**src/rtl/tdm_demux2.sv**
```systemverilog
// tdm_demux2: two-channel TDM receiver; tracks slot timing and samples the shared line mid-slot.
// Optional build macro TDM_DEMUX_HOLD_EN keeps each channel's last sample across slot changes.
`timescale 1ns/1ps
module tdm_demux2 #(
  parameter int SLOT_LEN = 4,
  parameter int WIDTH    = 1
) (
  input  logic             clk,
  input  logic             rst,
  input  logic             en,
  input  logic             sync,
  input  logic [WIDTH-1:0] din,
  output logic [WIDTH-1:0] outA,
  output logic [WIDTH-1:0] outB,
  output logic             validA,
  output logic             validB,
  output logic             sel_out
);

  localparam int            CW   = (SLOT_LEN > 2) ? $clog2(SLOT_LEN) : 1;
  localparam logic [CW-1:0] CAP  = CW'(SLOT_LEN / 2);
  localparam logic [CW-1:0] LAST = CW'(SLOT_LEN - 1);

  localparam logic [1:0] IDLE  = 2'd0;
  localparam logic [1:0] RUN_A = 2'd1;
  localparam logic [1:0] RUN_B = 2'd2;

  logic [1:0]       state, state_nx;
  logic [CW-1:0]    cnt, cnt_nx;
  logic [WIDTH-1:0] outA_nx, outB_nx;
  logic             validA_nx, validB_nx;
  logic             in_a, in_b, step, cap, wrap;
  logic             clr_a, clr_b;

  always_comb begin
    in_a = (state == RUN_A);
    in_b = (state == RUN_B);
    step = (in_a || in_b) && en && !sync;
    cap  = step && (cnt == CAP);
    wrap = step && (cnt == LAST);
  end

`ifdef TDM_DEMUX_HOLD_EN
  assign clr_a = 1'b0;
  assign clr_b = 1'b0;
`else
  // A channel's output clears on the edge that leaves its slot; sync only leaves slot B.
  assign clr_a = wrap && in_a;
  assign clr_b = (wrap || sync) && in_b;
`endif

  always_comb begin
    state_nx = state;
    cnt_nx   = cnt;
    if (sync) begin
      state_nx = RUN_A;
      cnt_nx   = '0;
    end else if (!(in_a || in_b)) begin
      state_nx = IDLE;
      cnt_nx   = '0;
    end else if (step) begin
      if (wrap) begin
        cnt_nx   = '0;
        state_nx = in_a ? RUN_B : RUN_A;
      end else begin
        cnt_nx = cnt + 1'b1;
      end
    end
  end

  // With SLOT_LEN = 2 the capture edge is also the slot-leaving edge; capture wins.
  always_comb begin
    validA_nx = cap && in_a;
    validB_nx = cap && in_b;
    outA_nx   = outA;
    outB_nx   = outB;
    if (validA_nx)  outA_nx = din;
    else if (clr_a) outA_nx = '0;
    if (validB_nx)  outB_nx = din;
    else if (clr_b) outB_nx = '0;
  end

  always_ff @(posedge clk or posedge rst) begin
    if (rst) begin
      state  <= IDLE;
      cnt    <= '0;
      outA   <= '0;
      outB   <= '0;
      validA <= 1'b0;
      validB <= 1'b0;
    end else begin
      state  <= state_nx;
      cnt    <= cnt_nx;
      outA   <= outA_nx;
      outB   <= outB_nx;
      validA <= validA_nx;
      validB <= validB_nx;
    end
  end

  assign sel_out = in_b;

endmodule
```
**config.mk**
```make
export PLATFORM = sky130hd
export DESIGN_NAME = tdm_demux2
export DESIGN_NICKNAME = d
export VERILOG_FILES = /design/src/rtl/tdm_demux2.sv
export SDC_FILE = /design/constraint.sdc
export NUM_CORES = 1
export LEC_CHECK = 0
export CORE_UTILIZATION = 30
export DETAILED_ROUTE_END_ITERATION = 10
export DONT_BUFFER_PORTS = 1
export PLACE_DENSITY_LB_ADDON = 0.25
export SYNTH_ARGS = -nofsm -noshare
export SYNTH_HDL_FRONTEND = slang
export SYNTH_SLANG_ARGS = --single-unit
```
**constraint.sdc**
```tcl
create_clock -name clk -period 2.7 [get_ports clk]
set_input_delay 0.27 -clock clk [delete_from_list [all_inputs] [get_ports clk]]
set_output_delay 0.27 -clock clk [all_outputs]
set_load 0.02 [all_outputs]
```
# Word level (Yosys, flattened, before mapping)
# Cells that the tools add are included.
# classes
n_addsub	1
n_eq_ne	6
mux	13
n_reduce_logical	14
# ops
operator	n
2-bit 2-to-1 mux	9
1-bit logical AND	8
2-bit equality test, second input constant	3
3-bit inequality test, second input constant	2
1-bit 2-to-1 mux	4
2-bit nonzero test	2
2-bit by 1-bit adder with 2-bit output, second input constant	1
2-bit by 1-bit equality test with 1-bit output, second input constant	1
1-bit logical OR	2
2-bit AND reduction	1
1-bit logical NOT	1
# totals
ff_bits	8
in_bits	5
out_inout_bits	5
word_cells	40

# Longest topological paths before layout
# logic_depth
word_depth	9
ltp_mapped	5
depth_no_buf	5

# Worst setup path after synthesis
# Ideal clock, no wire load.
# synth_path
path_type	register to register
from	register state[0]
to	register outB
setup_ns	0.125
arrival_ns	1.360
required_ns	2.575
path_slack_ns	1.215
path_stages_with_launch	6
path_buffers	0
period_less_slack_ns	1.485
path_cell_list	dfrtp_1 -> inv_1 -> ha_1 -> nor2_2 -> and4_4 -> mux2_4
# synth_between
elab_cells_between_ends	12
cone_classes	eq/ne (2); mux (1); reduce/logical (9)
# synth_rtl
element	line	text
start: declaration	28	logic [1:0] state, state_nx;
start signal: assignment	92	state <= state_nx;
2-bit by 1-bit equality test with 1-bit output / 2-bit equality test (equally long branches)	36, 37	
1-bit logical OR	38	step = (in_a || in_b) && en && !sync;
1-bit logical AND (2 in a row)	38	
1-bit logical AND	39	cap = step && (cnt == CAP);
1-bit logical AND (*)	74	validB_nx = cap && in_b;
via validB_nx	31	logic validA_nx, validB_nx;
1-bit 2-to-1 mux / 2-bit nonzero test (equally long branches)	-	
end signal: assignment	95	outB <= outB_nx;
end: declaration	14	output logic [WIDTH-1:0] outB,
# Mark *: on every way through the listed nets, which the timed path passes. The rest lies on a longest branch.
# A chain may end at the register's enable or synchronous reset.

# Worst setup path after layout
# Same ends and word-level chain as after synthesis.

==> flow_metrics.tcl <==
set metrics [dict create \
    regToRegStartpoint "state[0]" \
    core.rowCount 13 \
    crit_family "simple AND/OR/NAND/NOR gates" \
    pwr-share-comb_pct 31.9 \
    hp-class "primary input to flop" \
    cp-startpoint "state[0]" \
    setup_viol 0 \
    power_switching_share_pct 35.6 \
    p_leak_nw 0.229 \
    highest_layer "met4" \
    synth_edf_count 0 \
    synth_common_cells "dfrtp_1 (8), ha_1 (4), inv_1 (4)" \
    cp_slowest_cell "dfrtp_1" \
    slew_headroom_pct 75.2 \
    drc_errors 0 \
    max_freq_mhz 634 \
    cts_buffers 3 \
    antenna_found_initial 0 \
    crit_chain "inv_1, ha_1, nor2_2, and4_4, mux2_4" \
    route.met2.wl_um 352 \
    detail_route.wl_per_cell_um 13.0 \
    nets 50 \
    cp.required_ns 2.85 \
    die_w_um 39.4 \
    root_buffer "clkbuf_4" \
    yosys.area.top_type "dfrtp_1" \
    dr_total_vias 285 \
    cts_tree "done" \
    routed_via_density 5.28 \
    antenna_cells 0 \
    cts_setup_buffers 0 \
    async_reset_ff_share_pct 100 \
    avgSynthCellArea_um2 11.6 \
    drv_cap 0 \
    dr_wl_met3_um 69 \
    final_util_pct 35.6 \
    synth_top_area_share_pct 47.8 \
    clock_sinks 8 \
    dieHeight_um 39.4 \
    syn_area_um2 419 \
    min_from "sync" \
    place.gp.congestion 0.655 \
    clock_path_buffers 2 \
    dp_slack_ns 1.13 \
    pwr-share-clk_pct 24.1 \
    drtAntennaViolNets 0 \
    power_switching_mw 0.142 \
    htreeDepth 1 \
    total_power_mw 0.399 \
    port-buffer-count 0 \
    drt_iter0_markers 1 \
    synth.most_common_cell "dfrtp_1" \
    io_pins 10 \
    ys_types 20 \
    skew_ns 0.00352 \
    syn_inst 36 \
    design.core.area_um2 1300 \
    slew_violations 0 \
    critical_path.max_stage_delay_ns 0.37 \
    setup_tns_ns 0 \
    die-area_um2 1550 \
    multi_input_area_um2 196 \
    grt_pass1_vias 263 \
    startpoint_type "flop" \
    ys_warn_count 0 \
    period_minus_slack_ns 1.58 \
    fin_ws_ns 1.12 \
    p_seq_share_pct 44.0 \
    grt_max_degree 9 \
    crit_arrival_ns 1.72 \
    synthFlopType "dfrtp_1" \
    tightest_slew_ns 0.363 \
    critPathMaxFanout 5 \
    dp_hpwl_um 544 \
    synth-seq-cells 8 \
    drive_above_1_share_pct 17.9 \
    hold_viol 0 \
    rsz0062_at_grt "no" \
    nFillCells 132 \
    clk_latency_ns 0.26 \
    area_growth_pct 10.4 \
    synth_area_leaders "dfrtp_1 (48%), ha_1 (12%), mux2i_1 (4.8%)" \
    period_share_pct 58.4 \
    grt-ovfl-total 0 \
    seq_area_frac_synth_pct 47.8 \
    clkSlewWorstSetupHoldPaths_ns 0.06 \
    first_pass_iters 4 \
    intPower_mw 0.257 \
    wl_um 703 \
    synth_fp_nets 45 \
    initial_core_util_pct 32.2 \
    vdd_ir_drop_max_mv 0.215 \
    criticalPathCategory "flop to flop" \
    drt-met1-wl_um 260 \
    regArea_um2 200 \
    status "finished clean" \
    cp-end-kind "flop" \
    ff2ff_setup_slack_ns 1.12 \
    track_usage_pct 12.1 \
    power_density_nw_per_um2 862 \
    grt_pass1_wl_um 1130 \
    cp_num_buf_inv 1 \
]
## final timing paths
kind                            end  depth (start not counted)
hold / removal             state[1]                          1
max in group asynchronous    cnt[1]                          2
setup / recovery               outB                          5
hold reg to reg            state[0]                          1
setup reg to reg               outB                          5
min in group asynchronous  state[0]                          2
## state kept, by name, summed over array words and instances (netlist names)
name	count
validA	1
outA	1
state	2
validB	1
cnt	2
outB	1
## timing repair
action	CTS	global route
endpoints found under the setup margin	0	0
hold endpoints to repair	8	0
hold buffers	1	0
resized for setup	0	0
## cells in the final DEF, fill, tap and decap left out
cell type and count:
nor2_2 1, a21oi_2 1, dfrtp_1 8, a22o_1 1, nor3_1 1, nor2b_1 1, clkbuf_4 3, dlygate4sd3_1 1
a2111oi_0 1, inv_1 4, and3_1 1, and4_1 1, and4_4 1, nor2_1 3, nand2_1 1, ha_1 4
nand4b_1 1, a211o_1 1, mux2_4 1, o2111ai_1 1, mux2i_1 2
## metal layers
metal	GRT usage, %	vias to the layer above
met5	0	-
met4	12.9	0
met3	6.25	4
met2	17.9	11
met1	11.3	136
li1	-	134
## kinds of logic (layout without fill, tap and decap cells)
| family | count (synthesis) | count (layout) | share of synthesized area (%) |
|---|---|---|---|
| flops | 8 | 8 | 47.8 |
| buf+inv | 5 | 8 | 5.37 |
| mux | 3 | 3 | 8.36 |
| simple gates | 11 | 11 | 16.1 |
| compound gates | 5 | 5 | 10.4 |
| fa+ha+maj | 4 | 4 | 11.9 |
## per-stage QoR
step                      cells  cell area [µm²]  hold slack (ns)
final                        54              463           0.0683
after global routing         54              463           0.0594
after CTS                    54              463           0.0667
after detailed placement     50              430            0.132
after global placement       50              430            0.121
after floorplan              36              419           0.0857
## power groups by stage
stage               sequential [mW]  combinational (mW)  clock (mW)
finish                        0.176               0.127      0.0962
global route                  0.181               0.143       0.107
CTS                           0.177               0.130      0.0992
detailed placement            0.179               0.128           0
global placement              0.177               0.125           0
floorplan                     0.174               0.109           0
## worst register-to-register path: cells and delay by family, from the launching register on
family	cells	cell delay, ns
adders and majority gates	1	0.36
DFF	1	0.37
buffers and inverters	1	0.05
and+or+nand+nor	2	0.38
muxes	1	0.29
## final cells by class
cell class              count  share of cell area, %
flip-flops and latches      8                   43.2
multi-input cells          23                   42.4
clock buffers               3                   4.86
well taps                  15                   4.05
inverters                   4                   3.24
repair buffers              1                   2.16
Note: power is estimated with default switching activity, not from simulation.
